### config.mk
export PLATFORM = sky130hd
export DESIGN_NAME = count_updn
export DESIGN_NICKNAME = d
export VERILOG_FILES = /design/src/rtl/count_updn.sv
export SDC_FILE = /design/constraint.sdc
export NUM_CORES = 1
export LEC_CHECK = 0
export BUFFER_PORTS_ARGS = -buffer_cell sky130_fd_sc_hd__buf_2
export CAP_MARGIN = 10
export CORE_MARGIN = 2
export CORE_UTILIZATION = 30
export CTS_CLUSTER_SIZE = 16
export DETAILED_ROUTE_END_ITERATION = 6
export PLACE_DENSITY = 0.63
export SLEW_MARGIN = 40
export SYNTH_ARGS = -nofsm -noshare
export SYNTH_HDL_FRONTEND = slang
export SYNTH_SLANG_ARGS = --single-unit
### constraint.sdc
create_clock -name clk -period 2.7 [get_ports clk]
set_input_delay 0.54 -clock clk [delete_from_list [all_inputs] [get_ports clk]]
set_output_delay 0.54 -clock clk [all_outputs]
set_load 0.03 [all_outputs]
### src/rtl/count_updn.sv
// count_updn: parametrised modulo up/down counter.
//   The count runs over 0..MAX. At a boundary it either wraps (SAT=0) or
//   holds (SAT=1). A prescaler lets the count step once every DIV enabled
//   cycles. clr and load are synchronous, and clr takes priority over load.
//   carry is a registered one-cycle pulse. ovf is a sticky flag.
// Ports:
//   clk       in  rising-edge clock
//   rst       in  asynchronous reset, active low
//   clr       in  synchronous clear of count and prescaler
//   load      in  synchronous load of load_val (clamped to MAX)
//   load_val  in  [WIDTH-1:0] load value
//   en        in  count enable (qualifies the prescaler)
//   up        in  direction, 1 = increment, 0 = decrement
//   ovf_clr   in  clears the sticky ovf flag (a new event at the same edge wins)
//   count     out [WIDTH-1:0] current count
//   carry     out pulse in the cycle after an edge that had a boundary event
//   ovf       out sticky boundary-event flag
module count_updn #(
  parameter int unsigned WIDTH = 4,
  parameter int unsigned MAX   = 15,
  parameter int unsigned SAT   = 0,
  parameter int unsigned DIV   = 1
) (
  input  logic             clk,
  input  logic             rst,
  input  logic             clr,
  input  logic             load,
  input  logic [WIDTH-1:0] load_val,
  input  logic             en,
  input  logic             up,
  input  logic             ovf_clr,
  output logic [WIDTH-1:0] count,
  output logic             carry,
  output logic             ovf
);

  // Prescaler width covers 0..DIV-1. It is kept at 1 bit when DIV is 1.
  localparam int unsigned PSC_W = (DIV > 1) ? $clog2(DIV) : 1;
  localparam logic [WIDTH-1:0] MAX_V    = WIDTH'(MAX);
  localparam logic [PSC_W-1:0] PSC_LAST = PSC_W'(DIV - 1);
  localparam bit               SAT_MODE = (SAT != 0);

  // Parameter legality checks, done at elaboration time.
  if (WIDTH < 1) begin : g_bad_width
    $error("count_updn: WIDTH must be >= 1");
  end
  if (DIV < 1) begin : g_bad_div
    $error("count_updn: DIV must be >= 1");
  end
  if (64'(MAX) > ((64'(1) << WIDTH) - 64'(1))) begin : g_bad_max
    $error("count_updn: MAX exceeds 2**WIDTH-1");
  end

  logic [WIDTH-1:0] count_q, count_d;
  logic [PSC_W-1:0] psc_q, psc_d;
  logic             carry_q, carry_d;
  logic             ovf_q, ovf_d;
  logic             step;
  logic             bnd_evt;

  // Next-state logic. The priority order is clr, then load, then the enabled prescaler and step.
  always_comb begin
    count_d = count_q;
    psc_d   = psc_q;
    carry_d = 1'b0;
    ovf_d   = ovf_q;
    step    = 1'b0;
    bnd_evt = 1'b0;

    if (ovf_clr) begin
      ovf_d = 1'b0;
    end

    if (clr) begin
      count_d = '0;
      psc_d   = '0;
    end else if (load) begin
      // A one-bit-wider compare makes the clamp valid even when MAX is all ones.
      if ({1'b0, load_val} > (WIDTH + 1)'(MAX)) begin
        count_d = MAX_V;
      end else begin
        count_d = load_val;
      end
      psc_d = '0;
    end else if (en) begin
      if (psc_q == PSC_LAST) begin
        psc_d = '0;
        step  = 1'b1;
      end else begin
        psc_d = psc_q + PSC_W'(1);
      end

      // Check for the boundary before doing any arithmetic, so no natural overflow is used.
      if (step) begin
        if (up) begin
          if (count_q == MAX_V) begin
            bnd_evt = 1'b1;
            count_d = SAT_MODE ? MAX_V : '0;
          end else begin
            count_d = count_q + WIDTH'(1);
          end
        end else begin
          if (count_q == '0) begin
            bnd_evt = 1'b1;
            count_d = SAT_MODE ? '0 : MAX_V;
          end else begin
            count_d = count_q - WIDTH'(1);
          end
        end
      end
    end

    // A boundary event sets the flags. This overrides ovf_clr at the same edge.
    if (bnd_evt) begin
      carry_d = 1'b1;
      ovf_d   = 1'b1;
    end
  end

  // State registers with asynchronous active-low reset.
  always_ff @(posedge clk or negedge rst) begin
    if (!rst) begin
      count_q <= '0;
      psc_q   <= '0;
      carry_q <= 1'b0;
      ovf_q   <= 1'b0;
    end else begin
      count_q <= count_d;
      psc_q   <= psc_d;
      carry_q <= carry_d;
      ovf_q   <= ovf_d;
    end
  end

  assign count = count_q;
  assign carry = carry_q;
  assign ovf   = ovf_q;

endmodule

Word level (Yosys, flattened, before mapping). Index checks and enable logic that the tools add are counted.

Register bits: 7. Input port bits: 11. Output and inout bits: 6. Word-level logic and storage cells: 38.

Add/sub/neg operators: 3. Equality and inequality tests: 1. Muxes and demuxes: 25. Reduce and logical (&&, ||, !) cells: 5.

Operators with widths (count): $mux W4 (7); $mux W1 (18); $reduce_bool A3 Y1 (2); $add A4 B1 Y4 const B (1); $eq A4 B4 Y1 const B (1); $logic_not A4 Y1 (1); $sub A4 B1 Y4 const B (1); $reduce_and A2 Y1 (1); $reduce_bool A2 Y1 (1); $add A1 B1 Y1 const B (1).

Longest topological paths before layout.
Depth in word-level cells: 9. Mapped depth: 6.

Worst setup path before layout. No wires, ideal clock.

Kind: flip-flop to flip-flop. Start: register count_q[0] (netlist: count[0]). End: register count_q[2] (netlist: count[2]). Library setup time: 0.119 ns. Arrival time: 1.443 ns. Path slack: 1.138 ns. Cell stages (with the launch flop): 7. Buffers on the path: 0. Clock period less this slack: 1.562 ns. Path through: dfrtp_1 > inv_1 > ha_1 > mux2_2 > nand2_1 > xnor2_1 > o21a_1.

Longest elaborated chain between the ends: 7.

RTL lines: start, declared (line 54) `logic [WIDTH-1:0] count_q, count_d;`; start signal, assigned (line 128) `count_q <= count_d;`; $sub A4 B1 Y4 (tied with other cells) (line 107) `count_d = count_q - WIDTH'(1);`; $mux W4, on equally long branches (line 103, 96); $mux W4 * (line 95) `if (up) begin`; $mux W4 * (line 94) `if (step) begin`; $mux W4 * (line 85) `end else if (en) begin`; $mux W4 * (line 77) `end else if (load) begin`; $mux W4 * (line 74) `if (clr) begin`.

Every way passes the cells marked *; elsewhere a longest branch is shown, timed or not. The select of a mux whose other input is x is not followed. A chain may end at the register's enable or synchronous reset.

Worst setup path after layout.
Start: register count_q[0] (netlist: count[0]). End: register count_q[0] (netlist: count[0]).

Same word-level chain as after synthesis.

==> reports/qor.yml <==
syn_area_per_cell_um2: 9.37
synth_nets: 58
clock_tree.htree_level_count: 1
worstPathRequired_ns: 2.86
async_reset_ff_share_pct: 100
drtIter0Drc: 4
die_x_um: 41.5
via_per_inst: 4.78
synthCells: 45
post_dp_cell_area_um2: 517
slew_headroom_pct: 80.7
clockBufferDepth: 2
cap_viol_max_count: 0
ff_latch_area_um2: 150
ys_top_cells_by_count: "6 x dfrtp_1, 5 x inv_1, 4 x a21oi_1, 4 x nand2_1"
core_um2: 1300
clock_sinks: 6
wl_um: 894
setup_violations: 0
critPathSlowestCell: "dfrtp_1"
pre_cts_slack_ns: 1.17
ant_nets: 0
rsz0062_at_grt: "false"
hp-class: "in -> async"
die_area_um2: 1720
start_util_pct: 32.4
fin_hold_ws_ns: 0.113
slew_violations: 0
grt_max_degree: 10
grt_pass1_wl_mm: 1.59
synth_area_leaders: "dfrtp_1 36%, ha_1 5.9%, nor4b_4 5.6%"
place_congestion: 0.771
place.port_buffers: 16
synth_warnings: 0
worstPathArrival_ns: 1.71
syn_to_final_growth_pct: 27.9
synthDistinctLibCells: 26
vdd_drop_max_mv: 0.427
period_minus_slack_ns: 1.54
synth-edff-count: 0
dp_hpwl_um: 687
syn_area_um2: 422
final_cells: 78
multi_input_area_um2: 249
cts_resized: 0
worstPathCellList: "inv_1, ha_1, nor4b_4, a21oi_1, a211o_1, a21oi_2"
crit_fanout: 7
worstSetupEndpointType: "flop"
dr_total_vias: 373
nets: 78
timing.final.hold_violations: 0
antenna_found_initial: 0
filler_cell_count: 150
period_share_pct: 57.1
netlist.area_leader.share_pct: 35.6
antenna_cells: 0
drive_above_1_share_pct: 36.5
root_buffer: "clkbuf_4"
dr.pass1.iters: 4
post-route-cell-area_um2: 539
yosysMostFrequentCell: "dfrtp_1"
setup_tns_ns: 0
fp-row-count: 13
tightestPinTransition_ns: 0.289
die-height_um: 41.5
grt_pass1_vias: 396
clock_skew_ns: 0.00186
place_inst: 75
overflow: 0
cp_slowest_stage_delay_ns: 0.45
max_freq_mhz: 648
yosysSeqAreaShare_pct: 35.6
postCtsSetupRepairBufs: 0
power.leakage_nw: 0.281
synth_top_area_cell: "dfrtp_1"
cts_inserted_buffers: 3
drc: 0
ctsHoldBuffers: 0
cts_tree: "done"
top_level_ports: 17
clkTransAtPathRegs_ns: 0.04
status: "finished, final reports clean"
grt_usage_pct: 12.1
synth-seq-cells: 6
wl_per_cell_um: 11.5
yosys_most_used_dff: "dfrtp_1"
regToRegSetupSlack_ns: 1.16
fin_ws_ns: 1.16
powerDensity_nw_per_um2: 471
worstSkewPairLatency_ns: 0.24
cp-start-kind: "flop"
path_class: "reg -> reg"
## state kept, by name, summed over array words and instances (netlist names)
| signal | count |
|---|---|
| ovf | 1 |
| count | 4 |
| carry | 1 |
## worst paths after layout
path | from | to | depth (start not counted)
max | count[0]$_DFFE_PN0P_ | count[0]$_DFFE_PN0P_ | 6
min | rst | count[1]$_DFFE_PN0P_ | 1
max reg2reg | count[0]$_DFFE_PN0P_ | count[0]$_DFFE_PN0P_ | 6
min reg2reg | ovf$_DFFE_PN0P_ | ovf$_DFFE_PN0P_ | 1
max in group asynchronous | rst | count[0]$_DFFE_PN0P_ | 1
min in group clk | ovf$_DFFE_PN0P_ | ovf$_DFFE_PN0P_ | 1
## per-stage QoR
step | power, W | util (%)
2_1_floorplan | 0.000152 | -
3_3_place_gp | 0.000177 | 39.7
3_5_place_dp | 0.000177 | 39.7
4_1_cts | 0.000259 | 41.4
5_1_grt | 0.000275 | 41.4
6_report | 0.000254 | 41.4
## cells in the final DEF (no fill, tap or decap)
cell type	netlist	layout
nor2b_1	1	1
ha_1	2	2
clkbuf_4	0	3
o2bb2ai_1	1	1
o31a_2	1	1
nor4b_4	1	1
nand4_1	1	1
mux2_2	1	1
o21ai_0	1	1
o22ai_1	1	1
a211o_1	1	1
a21oi_1	4	4
nor3b_1	2	2
a21oi_2	1	1
o21a_1	1	1
a21boi_0	1	1
inv_1	5	5
buf_2	0	16
nand2_1	4	4
o21bai_1	1	1
xnor2_1	2	2
nor2_1	2	2
a21o_1	1	1
dfrtp_1	6	6
xor2_1	1	1
mux2i_1	1	1
nand3_1	1	1
## cell families after synthesis
logic type	after synthesis	share of synthesized area [%]
compound gates	14	23.1
simple gates	12	18.7
buf+inv	6	5.34
flops	6	35.6
xor+xnor	3	6.23
mux	2	5.04
fa+ha+maj	2	5.93
## power breakdown
group,internal [W],leakage [nW],switching (W)
logic,0.0000318,0.187,0.0000375
clock network,0.0000500,0.0138,0.0000283
registers,0.0000957,0.0799,0.0000108
total,0.000178,0.281,0.0000765
## layer usage
layer	global-route usage (%)	part of all wire (%)	wire length, µm	vias to the layer above
li1	-	-	-	194
met1	13.9	49	434	163
met2	18.4	41	371	16
met3	6.96	9.8	88	0
met4	4.52	0	0	0
met5	0	0	0	-
## critical path, delay by kind of cell, from the launching register on
family / cells / cell delay [ns]
flops: 1 / 0.45
simple gates: 1 / 0.22
fa+ha+maj: 1 / 0.19
buf+inv: 1 / 0.11
compound gates: 3 / 0.51
## final cells by class
class,instances,share of cell area [%]
well taps,15,3.48
multi-input cells,33,46.2
clock buffers,3,4.18
inverters,5,3.48
repair buffers,16,14.8
flip-flops and latches,6,27.8
Note: power is estimated with default switching activity, not from simulation.
